[src/rtl/iod_delay_line_ctrl_if.sv]
// Command handshake between the training/register side and the IOD delay-line sequencer.
interface iod_delay_line_ctrl_if #(
  parameter int TAP_W = 7
);
  logic             CMD_VALID;
  logic             CMD_READY;
  logic [1:0]       CMD_OP;
  logic [TAP_W-1:0] CMD_COUNT;
  logic             DONE;
  logic             ERR;
  logic             BUSY;

  modport master (
    output CMD_VALID, CMD_OP, CMD_COUNT,
    input  CMD_READY, DONE, ERR, BUSY
  );

  modport slave (
    input  CMD_VALID, CMD_OP, CMD_COUNT,
    output CMD_READY, DONE, ERR, BUSY
  );
endinterface

[src/rtl/iod_delay_line_ctrl.sv]
// Sequences LOAD/INC/DEC commands into spaced DELAY_LINE_LOAD/MOVE/DIRECTION pulses
// for one PolarFire IOD output lane, tracking the tap and enforcing range limits.
module iod_delay_line_ctrl #(
  parameter int TAP_W    = 7,
  parameter int MAX_TAP  = 127,
  parameter int INIT_TAP = 1,
  parameter int STEP_GAP = 3
) (
  input  logic                 FAB_CLK,
  input  logic                 ARST_N,
  iod_delay_line_ctrl_if.slave cmd,
  output logic [TAP_W-1:0]     TAP_VALUE,
  output logic                 OOR_STICKY,
  input  logic                 CLR_OOR,
  output logic                 DELAY_LINE_LOAD,
  output logic                 DELAY_LINE_MOVE,
  output logic                 DELAY_LINE_DIRECTION,
  input  logic                 DELAY_LINE_OUT_OF_RANGE
);

  localparam int GAP_W = (STEP_GAP > 1) ? $clog2(STEP_GAP) : 1;
  localparam logic [GAP_W-1:0] GAP_LAST = GAP_W'(STEP_GAP - 1);
  localparam logic [TAP_W-1:0] MAX_T    = TAP_W'(MAX_TAP);
  localparam logic [TAP_W-1:0] INIT_T   = TAP_W'(INIT_TAP);

  localparam logic [1:0] OP_NOP  = 2'b00;
  localparam logic [1:0] OP_LOAD = 2'b01;
  localparam logic [1:0] OP_INC  = 2'b10;
  localparam logic [1:0] OP_DEC  = 2'b11;

  typedef enum logic [2:0] {
    S_IDLE, S_SETUP, S_LOAD, S_MOVE, S_GAP, S_FINISH
  } state_t;

  state_t           state;
  logic [1:0]       op_q;
  logic [TAP_W-1:0] rem;
  logic [GAP_W-1:0] gap_cnt;
  logic             oor_meta;
  logic             oor_sync;

  logic at_limit;
  logic check_now;
  logic check_fail;
  logic limit_term;

  // op_q[1] marks INC/DEC; the range check sits in front of every MOVE decision.
  always_comb begin
    at_limit   = (op_q == OP_INC) ? (TAP_VALUE == MAX_T) : (TAP_VALUE == '0);
    check_now  = op_q[1] && (rem != '0) &&
                 ((state == S_SETUP) || ((state == S_GAP) && (gap_cnt == '0)));
    check_fail = at_limit || oor_sync;
    limit_term = check_now && at_limit;
  end

  always_ff @(posedge FAB_CLK or negedge ARST_N) begin
    if (!ARST_N) begin
      oor_meta <= 1'b0;
      oor_sync <= 1'b0;
    end else begin
      oor_meta <= DELAY_LINE_OUT_OF_RANGE;
      oor_sync <= oor_meta;
    end
  end

  always_ff @(posedge FAB_CLK or negedge ARST_N) begin
    if (!ARST_N) begin
      OOR_STICKY <= 1'b0;
    end else if (oor_sync || limit_term) begin
      OOR_STICKY <= 1'b1;
    end else if (CLR_OOR) begin
      OOR_STICKY <= 1'b0;
    end
  end

  always_ff @(posedge FAB_CLK or negedge ARST_N) begin
    if (!ARST_N) begin
      state                <= S_IDLE;
      op_q                 <= OP_NOP;
      rem                  <= '0;
      gap_cnt              <= '0;
      TAP_VALUE            <= INIT_T;
      cmd.CMD_READY        <= 1'b0;
      cmd.DONE             <= 1'b0;
      cmd.ERR              <= 1'b0;
      cmd.BUSY             <= 1'b0;
      DELAY_LINE_LOAD      <= 1'b0;
      DELAY_LINE_MOVE      <= 1'b0;
      DELAY_LINE_DIRECTION <= 1'b0;
    end else begin
      cmd.DONE        <= 1'b0;
      cmd.ERR         <= 1'b0;
      DELAY_LINE_LOAD <= 1'b0;
      DELAY_LINE_MOVE <= 1'b0;
      case (state)
        S_IDLE: begin
          if (cmd.CMD_VALID && cmd.CMD_READY) begin
            op_q          <= cmd.CMD_OP;
            rem           <= cmd.CMD_COUNT;
            cmd.CMD_READY <= 1'b0;
            cmd.BUSY      <= 1'b1;
            // Direction is set as SETUP begins so it is stable well before the first MOVE.
            if (cmd.CMD_OP == OP_INC) DELAY_LINE_DIRECTION <= 1'b1;
            else if (cmd.CMD_OP == OP_DEC) DELAY_LINE_DIRECTION <= 1'b0;
            state <= S_SETUP;
          end else begin
            cmd.CMD_READY <= 1'b1;
          end
        end
        S_SETUP: begin
          if (op_q == OP_LOAD) begin
            DELAY_LINE_LOAD <= 1'b1;
            state           <= S_LOAD;
          end else if (!op_q[1] || (rem == '0)) begin
            cmd.DONE <= 1'b1;
            state    <= S_FINISH;
          end else if (check_fail) begin
            cmd.DONE <= 1'b1;
            cmd.ERR  <= 1'b1;
            state    <= S_FINISH;
          end else begin
            DELAY_LINE_MOVE <= 1'b1;
            state           <= S_MOVE;
          end
        end
        S_LOAD: begin
          TAP_VALUE <= INIT_T;
          rem       <= '0;
          gap_cnt   <= GAP_LAST;
          state     <= S_GAP;
        end
        S_MOVE: begin
          TAP_VALUE <= DELAY_LINE_DIRECTION ? (TAP_VALUE + TAP_W'(1)) : (TAP_VALUE - TAP_W'(1));
          rem       <= rem - TAP_W'(1);
          gap_cnt   <= GAP_LAST;
          state     <= S_GAP;
        end
        S_GAP: begin
          if (gap_cnt != '0) begin
            gap_cnt <= gap_cnt - GAP_W'(1);
          end else if (rem == '0) begin
            cmd.DONE <= 1'b1;
            state    <= S_FINISH;
          end else if (check_fail) begin
            cmd.DONE <= 1'b1;
            cmd.ERR  <= 1'b1;
            state    <= S_FINISH;
          end else begin
            DELAY_LINE_MOVE <= 1'b1;
            state           <= S_MOVE;
          end
        end
        S_FINISH: begin
          cmd.BUSY      <= 1'b0;
          cmd.CMD_READY <= 1'b1;
          state         <= S_IDLE;
        end
        default: state <= S_IDLE;
      endcase
    end
  end

endmodule

[src/flat_wrapper.sv]
// flat-port wrapper written by rule: the top's interface ports become plain ports
module iod_delay_line_ctrl_flat 
#(
  parameter int TAP_W    = 7,
  parameter int MAX_TAP  = 127,
  parameter int INIT_TAP = 1,
  parameter int STEP_GAP = 3
)
  (FAB_CLK, ARST_N, TAP_VALUE, OOR_STICKY, CLR_OOR, DELAY_LINE_LOAD, DELAY_LINE_MOVE, DELAY_LINE_DIRECTION, DELAY_LINE_OUT_OF_RANGE, cmd_CMD_VALID, cmd_CMD_OP, cmd_CMD_COUNT, cmd_CMD_READY, cmd_DONE, cmd_ERR, cmd_BUSY);
  iod_delay_line_ctrl_if #(.TAP_W(TAP_W)) cmd_i ();
  input  logic FAB_CLK;
  input  logic ARST_N;
  output logic [TAP_W-1:0] TAP_VALUE;
  output logic OOR_STICKY;
  input  logic CLR_OOR;
  output logic DELAY_LINE_LOAD;
  output logic DELAY_LINE_MOVE;
  output logic DELAY_LINE_DIRECTION;
  input  logic DELAY_LINE_OUT_OF_RANGE;
  input wire logic [$bits(cmd_i.CMD_VALID)-1:0] cmd_CMD_VALID;
  input wire logic [$bits(cmd_i.CMD_OP)-1:0] cmd_CMD_OP;
  input wire logic [$bits(cmd_i.CMD_COUNT)-1:0] cmd_CMD_COUNT;
  output wire logic [$bits(cmd_i.CMD_READY)-1:0] cmd_CMD_READY;
  output wire logic [$bits(cmd_i.DONE)-1:0] cmd_DONE;
  output wire logic [$bits(cmd_i.ERR)-1:0] cmd_ERR;
  output wire logic [$bits(cmd_i.BUSY)-1:0] cmd_BUSY;
  assign cmd_i.CMD_VALID = cmd_CMD_VALID;
  assign cmd_i.CMD_OP = cmd_CMD_OP;
  assign cmd_i.CMD_COUNT = cmd_CMD_COUNT;
  assign cmd_CMD_READY = cmd_i.CMD_READY;
  assign cmd_DONE = cmd_i.DONE;
  assign cmd_ERR = cmd_i.ERR;
  assign cmd_BUSY = cmd_i.BUSY;
  iod_delay_line_ctrl #(.TAP_W(TAP_W), .MAX_TAP(MAX_TAP), .INIT_TAP(INIT_TAP), .STEP_GAP(STEP_GAP)) u_core (.FAB_CLK(FAB_CLK), .ARST_N(ARST_N), .cmd(cmd_i), .TAP_VALUE(TAP_VALUE), .OOR_STICKY(OOR_STICKY), .CLR_OOR(CLR_OOR), .DELAY_LINE_LOAD(DELAY_LINE_LOAD), .DELAY_LINE_MOVE(DELAY_LINE_MOVE), .DELAY_LINE_DIRECTION(DELAY_LINE_DIRECTION), .DELAY_LINE_OUT_OF_RANGE(DELAY_LINE_OUT_OF_RANGE));
endmodule
[config.mk]
export PLATFORM = sky130hd
export DESIGN_NAME = iod_delay_line_ctrl_flat
export DESIGN_NICKNAME = d
export VERILOG_FILES = /design/src/rtl/iod_delay_line_ctrl_if.sv /design/src/rtl/iod_delay_line_ctrl.sv /design/src/flat_wrapper.sv
export SDC_FILE = /design/constraint.sdc
export NUM_CORES = 1
export LEC_CHECK = 0
export BUFFER_PORTS_ARGS = -buffer_cell sky130_fd_sc_hd__buf_2
export CAP_MARGIN = 20
export CORE_ASPECT_RATIO = 1.4
export CORE_MARGIN = 2
export CORE_UTILIZATION = 50
export CTS_BUF_LIST = sky130_fd_sc_hd__clkbuf_8 sky130_fd_sc_hd__clkbuf_16
export DETAILED_ROUTE_END_ITERATION = 8
export PLACE_DENSITY = 0.85
export SETUP_SLACK_MARGIN = 0.3
export SLEW_MARGIN = 40
export SYNTH_ARGS = -nofsm -noshare
export SYNTH_HDL_FRONTEND = slang
export SYNTH_SLANG_ARGS = --single-unit
[constraint.sdc]
create_clock -name FAB_CLK -period 1.91 [get_ports FAB_CLK]
set_input_delay 0.191 -clock FAB_CLK [delete_from_list [all_inputs] [get_ports FAB_CLK]]
set_output_delay 0.191 -clock FAB_CLK [all_outputs]
set_load 0.005 [all_outputs]
==> summary by stage <==
Detailed routing
The detail route stage leaves a number of antenna-violating nets equal to 0. The routed wire length per instance is 14.5 um. The vias after detailed routing is about 1,600. Wires add up to approximately 4000 um. The DRC violation total after the first TritonRoute iteration is between 50 and 60. After detailed routing, the number of vias per cell comes to 5.64. The first-pass iteration count of the detailed router is 4. The count of unresolved DRC violations after routing is 0.

Synth
The count of state elements after synthesis is 31. Summing the areas of all xor and xnor instances in the mapped netlist gives about 2.5% of the synthesized area. The most used flip-flop cell after synthesis is dfrtp_1. The fraction of registers with async set or reset after synthesis is 100%.

In the synthesized netlist, the cells that appear most often are dfrtp_1 (30), o21ai_0 (20), nand2_1 (18). The count of flip-flops with a built-in enable after synthesis is 0. The largest area contributor in the synthesized netlist is dfrtp_1. Summing the areas of all compound-gate instances in the mapped netlist gives 20.2% of the synthesized area. In this run the mean area of a mapped cell was 9.12 um2. The gate count of the mapped netlist is around 200. The synthesized netlist occupies a cell area of approximately 1800 um2. Summing the sequential cell areas from Yosys gives between 40% and 50% of the chip area. The net count after synthesis is 219. The share of the synthesized area in the top cell type is between 40% and 50%. Yosys instantiated no cell more often than dfrtp_1. The synthesized netlist devotes 6.72% of its cell area to adder and majority cells. The number of different library cells in the post-synthesis netlist is 42. By area the synthesized netlist is led by dfrtp_1 (42%), ha_1 (5.6%), o21ai_0 (5.6%).

The combinational family with the most area after synthesis is compound AO/OA/AOI/OAI gates. The mux share of post-synthesis cell area is 1.82%. The synthesized netlist devotes 18.9% of its cell area to simple gates. During synthesis, Yosys emitted a total of 0 warnings.

Timing
The final critical path takes up 97.1% of the cycle. The headroom to the max-slew limit is between 50% and 60%. The minimum clock period is roughly 1.9 ns. The count of pins over their slew limit is 0. The largest clock skew in the final design is about 0.011 ns. The achievable clock frequency is approximately 540 MHz. The number of hold violations in the final report is 0. The slew at the pin with the worst max-slew slack is 0.722 ns. The final count of negative-setup-slack endpoints is 0.

Setup repair after global routing could not meet its margin everywhere.

CTS
The clock reaches the later pin of the worst-skew pair after ~0.29 ns. The deepest level of the CTS H-tree is 2. The TritonCTS clock tree is done. No sink is reached through more buffers than the 2 on the longest clock path. The count of clock tree sinks is 31. The cell sitting at the root of the clock tree is a clkbuf_8.

The clock slew at the register clock pins of the worst setup and hold paths is about 0.070 ns. The number of buffers created by CTS is 5.

Critical path
For the worst setup path, the data arrival time is just over 2 ns. The category of the most critical setup path is flip-flop to flip-flop. The worst setup path is launched from a flip-flop. The worst reg2reg path startpoint is u_core.TAP_VALUE[0]$_DFFE_PN1N_. STA puts the critical path data required time at 2.07 ns. Of all nets on the critical path, the largest fanout is 2. STA classifies the critical path endpoint as a flip-flop. The timing startpoint of the critical path is u_core.TAP_VALUE[0]$_DFFE_PN1N_.

Cells and area
After filler insertion, the fill cell instance count of the layout stands at roughly 280. The share of layout cells above drive strength 1 is about 28%. After the last flow step, the layout net total stands at 260. Summing all multi-input logic gate instances after layout gives 945 um2.

Once layout is complete, the cells apart from fillers number approximately 280. The sequential cell area is slightly below 800 um2. Compared with the post-synthesis result, the final layout area differs by 21.6%.

The share of the core filled with cells is 63.7%. The number of diodes is 0.

GRT
The initial antenna violation count is 0. The total grt overflow is 0. The pin count of the biggest net entering global routing is 32. The wire length of the first global-routing pass is roughly 6400 um. The via count of the first global-routing pass is 1,491.

The combined global-route utilization of all metal layers is a little over a fifth.

Floorplan
The number of top-level pins is 29. The starting density of the core is 52.4%. The width of the chip is 54.5 um. The core outline area is roughly 3400 um2. Row generation in the floorplan step produced 25 rows. The full die area is around 4000 um2. The die boundary height is between 70 and 80 um.

Job
Across the run, the number of max-cap violations was 0.

Power and ir drop
The power density over cell area is between 1500 and 2000 nW/um2. The overall power consumption is 3.55 mW. The largest vdd supply drop is 0.000976 V.

The reported leakage power is 1.01 nW.

Placement
Routability-driven placement finished with a final weighted congestion of between 0.8 and 0.9. The number of I/O port buffers is 28. The number of placed instances with taps included is around 260. Detailed placement ended at an HPWL of roughly 2800 um.

Run status
The run finished with clean final reports.

Min path
The classification of the worst-slack hold path is primary input to flip-flop. The startpoint of the worst hold path is DELAY_LINE_OUT_OF_RANGE.
power breakdown:
part	internal (mW)	switching [mW]	total (mW)	leakage, nW
clock	0.285	0.245	0.530	0.0524
sequential	0.917	0.237	1.15	0.376
combinational	0.873	0.992	1.87	0.585
metrics by stage:
step / worst slack (ns) / instance area, um2 / hold WS (ns) / TNS (ns)
finish: 0.0555 / 2170 / 0.0124 / 0
global route: -0.0405 / 2170 / 0.00773 / -0.0405
CTS: 0.0624 / 2110 / 0.00429 / 0
detailed placement: 0.0498 / 1970 / 0.290 / 0
global placement: 0.116 / 1970 / 0.283 / 0
floorplan: 0.138 / 1800 / -0.105 / 0
cell type report:
class / instances / area share (%)
Sequential cell: 31 / 35.9
Tap cell: 40 / 2.30
Clock buffer: 6 / 3.80
Timing Repair Buffer: 43 / 11.8
Multi-Input combinational cell: 143 / 43.5
Inverter: 13 / 2.36
Clock inverter: 2 / 0.403
state kept, by name, summed over array words and instances (netlist names):
register	flops
u_core.cmd.DONE	1
u_core.OOR_STICKY	1
u_core.DELAY_LINE_LOAD	1
u_core.gap_cnt	2
u_core.cmd.ERR	1
u_core.DELAY_LINE_DIRECTION	1
u_core.TAP_VALUE	7
u_core.oor_sync	1
u_core.cmd.CMD_READY	1
u_core.op_q	2
u_core.DELAY_LINE_MOVE	1
u_core.oor_meta	1
u_core.cmd.BUSY	1
u_core.rem	7
u_core.state	3
per-layer routing:
metal | vias up | routed length [um] | track usage [%]
met4 | 0 | 89 | 10.6
met5 | - | 0 | 0
met3 | 8 | 213 | 4.96
met2 | 37 | 2150 | 37.9
met1 | 744 | 1590 | 24.2
li1 | 778 | - | -
path summary, 6_finish.rpt:
check | slack [ns] | end | depth (start not counted)
setup / recovery | 0.06 | u_core.TAP_VALUE[6]$_DFFE_PN0N_ | 7
hold / removal | 0.01 | u_core.oor_meta$_DFF_PN0_ | 1
setup reg to reg | 0.06 | u_core.TAP_VALUE[6]$_DFFE_PN0N_ | 7
hold reg to reg | 0.35 | u_core.oor_sync$_DFF_PN0_ | 0
max in group asynchronous | 0.90 | u_core.TAP_VALUE[1]$_DFFE_PN0N_ | 2
min in group asynchronous | 0.50 | u_core.TAP_VALUE[5]$_DFFE_PN0N_ | 2
kinds of logic (layout without fill, tap and decap cells):
kind of cell | Yosys count | count (layout)
AOI/OAI and AO/OA | 59 | 59
xor gates and xnor gates | 5 | 5
adders and majority gates | 9 | 9
buffers and inverters | 22 | 64
DFF | 31 | 31
muxes | 3 | 3
and+or+nand+nor | 67 | 67
cell usage in the layout, fill, tap and decap left out, types with 2 or more instances in the layout:
master,n
a22o_1,2
nor2_1,15
a31oi_1,2
clkbuf_8,6
nor3_1,11
nor4_1,3
ha_4,2
nor2b_1,4
nand4_1,2
buf_2,28
ha_1,6
mux2_2,2
xor2_1,2
buf_4,14
nand2_1,18
nand3_1,2
o21bai_1,3
o21ai_0,19
xnor2_1,3
a211oi_1,2
dfrtp_1,28
o31ai_1,3
dfrtp_2,2
nand4b_1,3
inv_1,12
nand2b_1,3
a22oi_1,2
a21oi_1,13
critical path, stage by stage, from the launching register on:
cell       delay (ns)
dfstp_2          0.54
inv_2            0.04
fa_2             0.36
nor2b_2          0.14
o2111ai_1        0.11
nand4b_1         0.17
mux2i_1          0.26
o311ai_1         0.12
timing repair:
item                                    4_1_cts  5_1_grt
hold buffers                                  1        0
endpoints found under the setup margin        3       11
hold endpoints to repair                     30        0
resized for setup                             3        6
setup buffers                                 2        5
pin swaps                                     1        2
No activity file was read; power rests on OpenSTA's default activity.
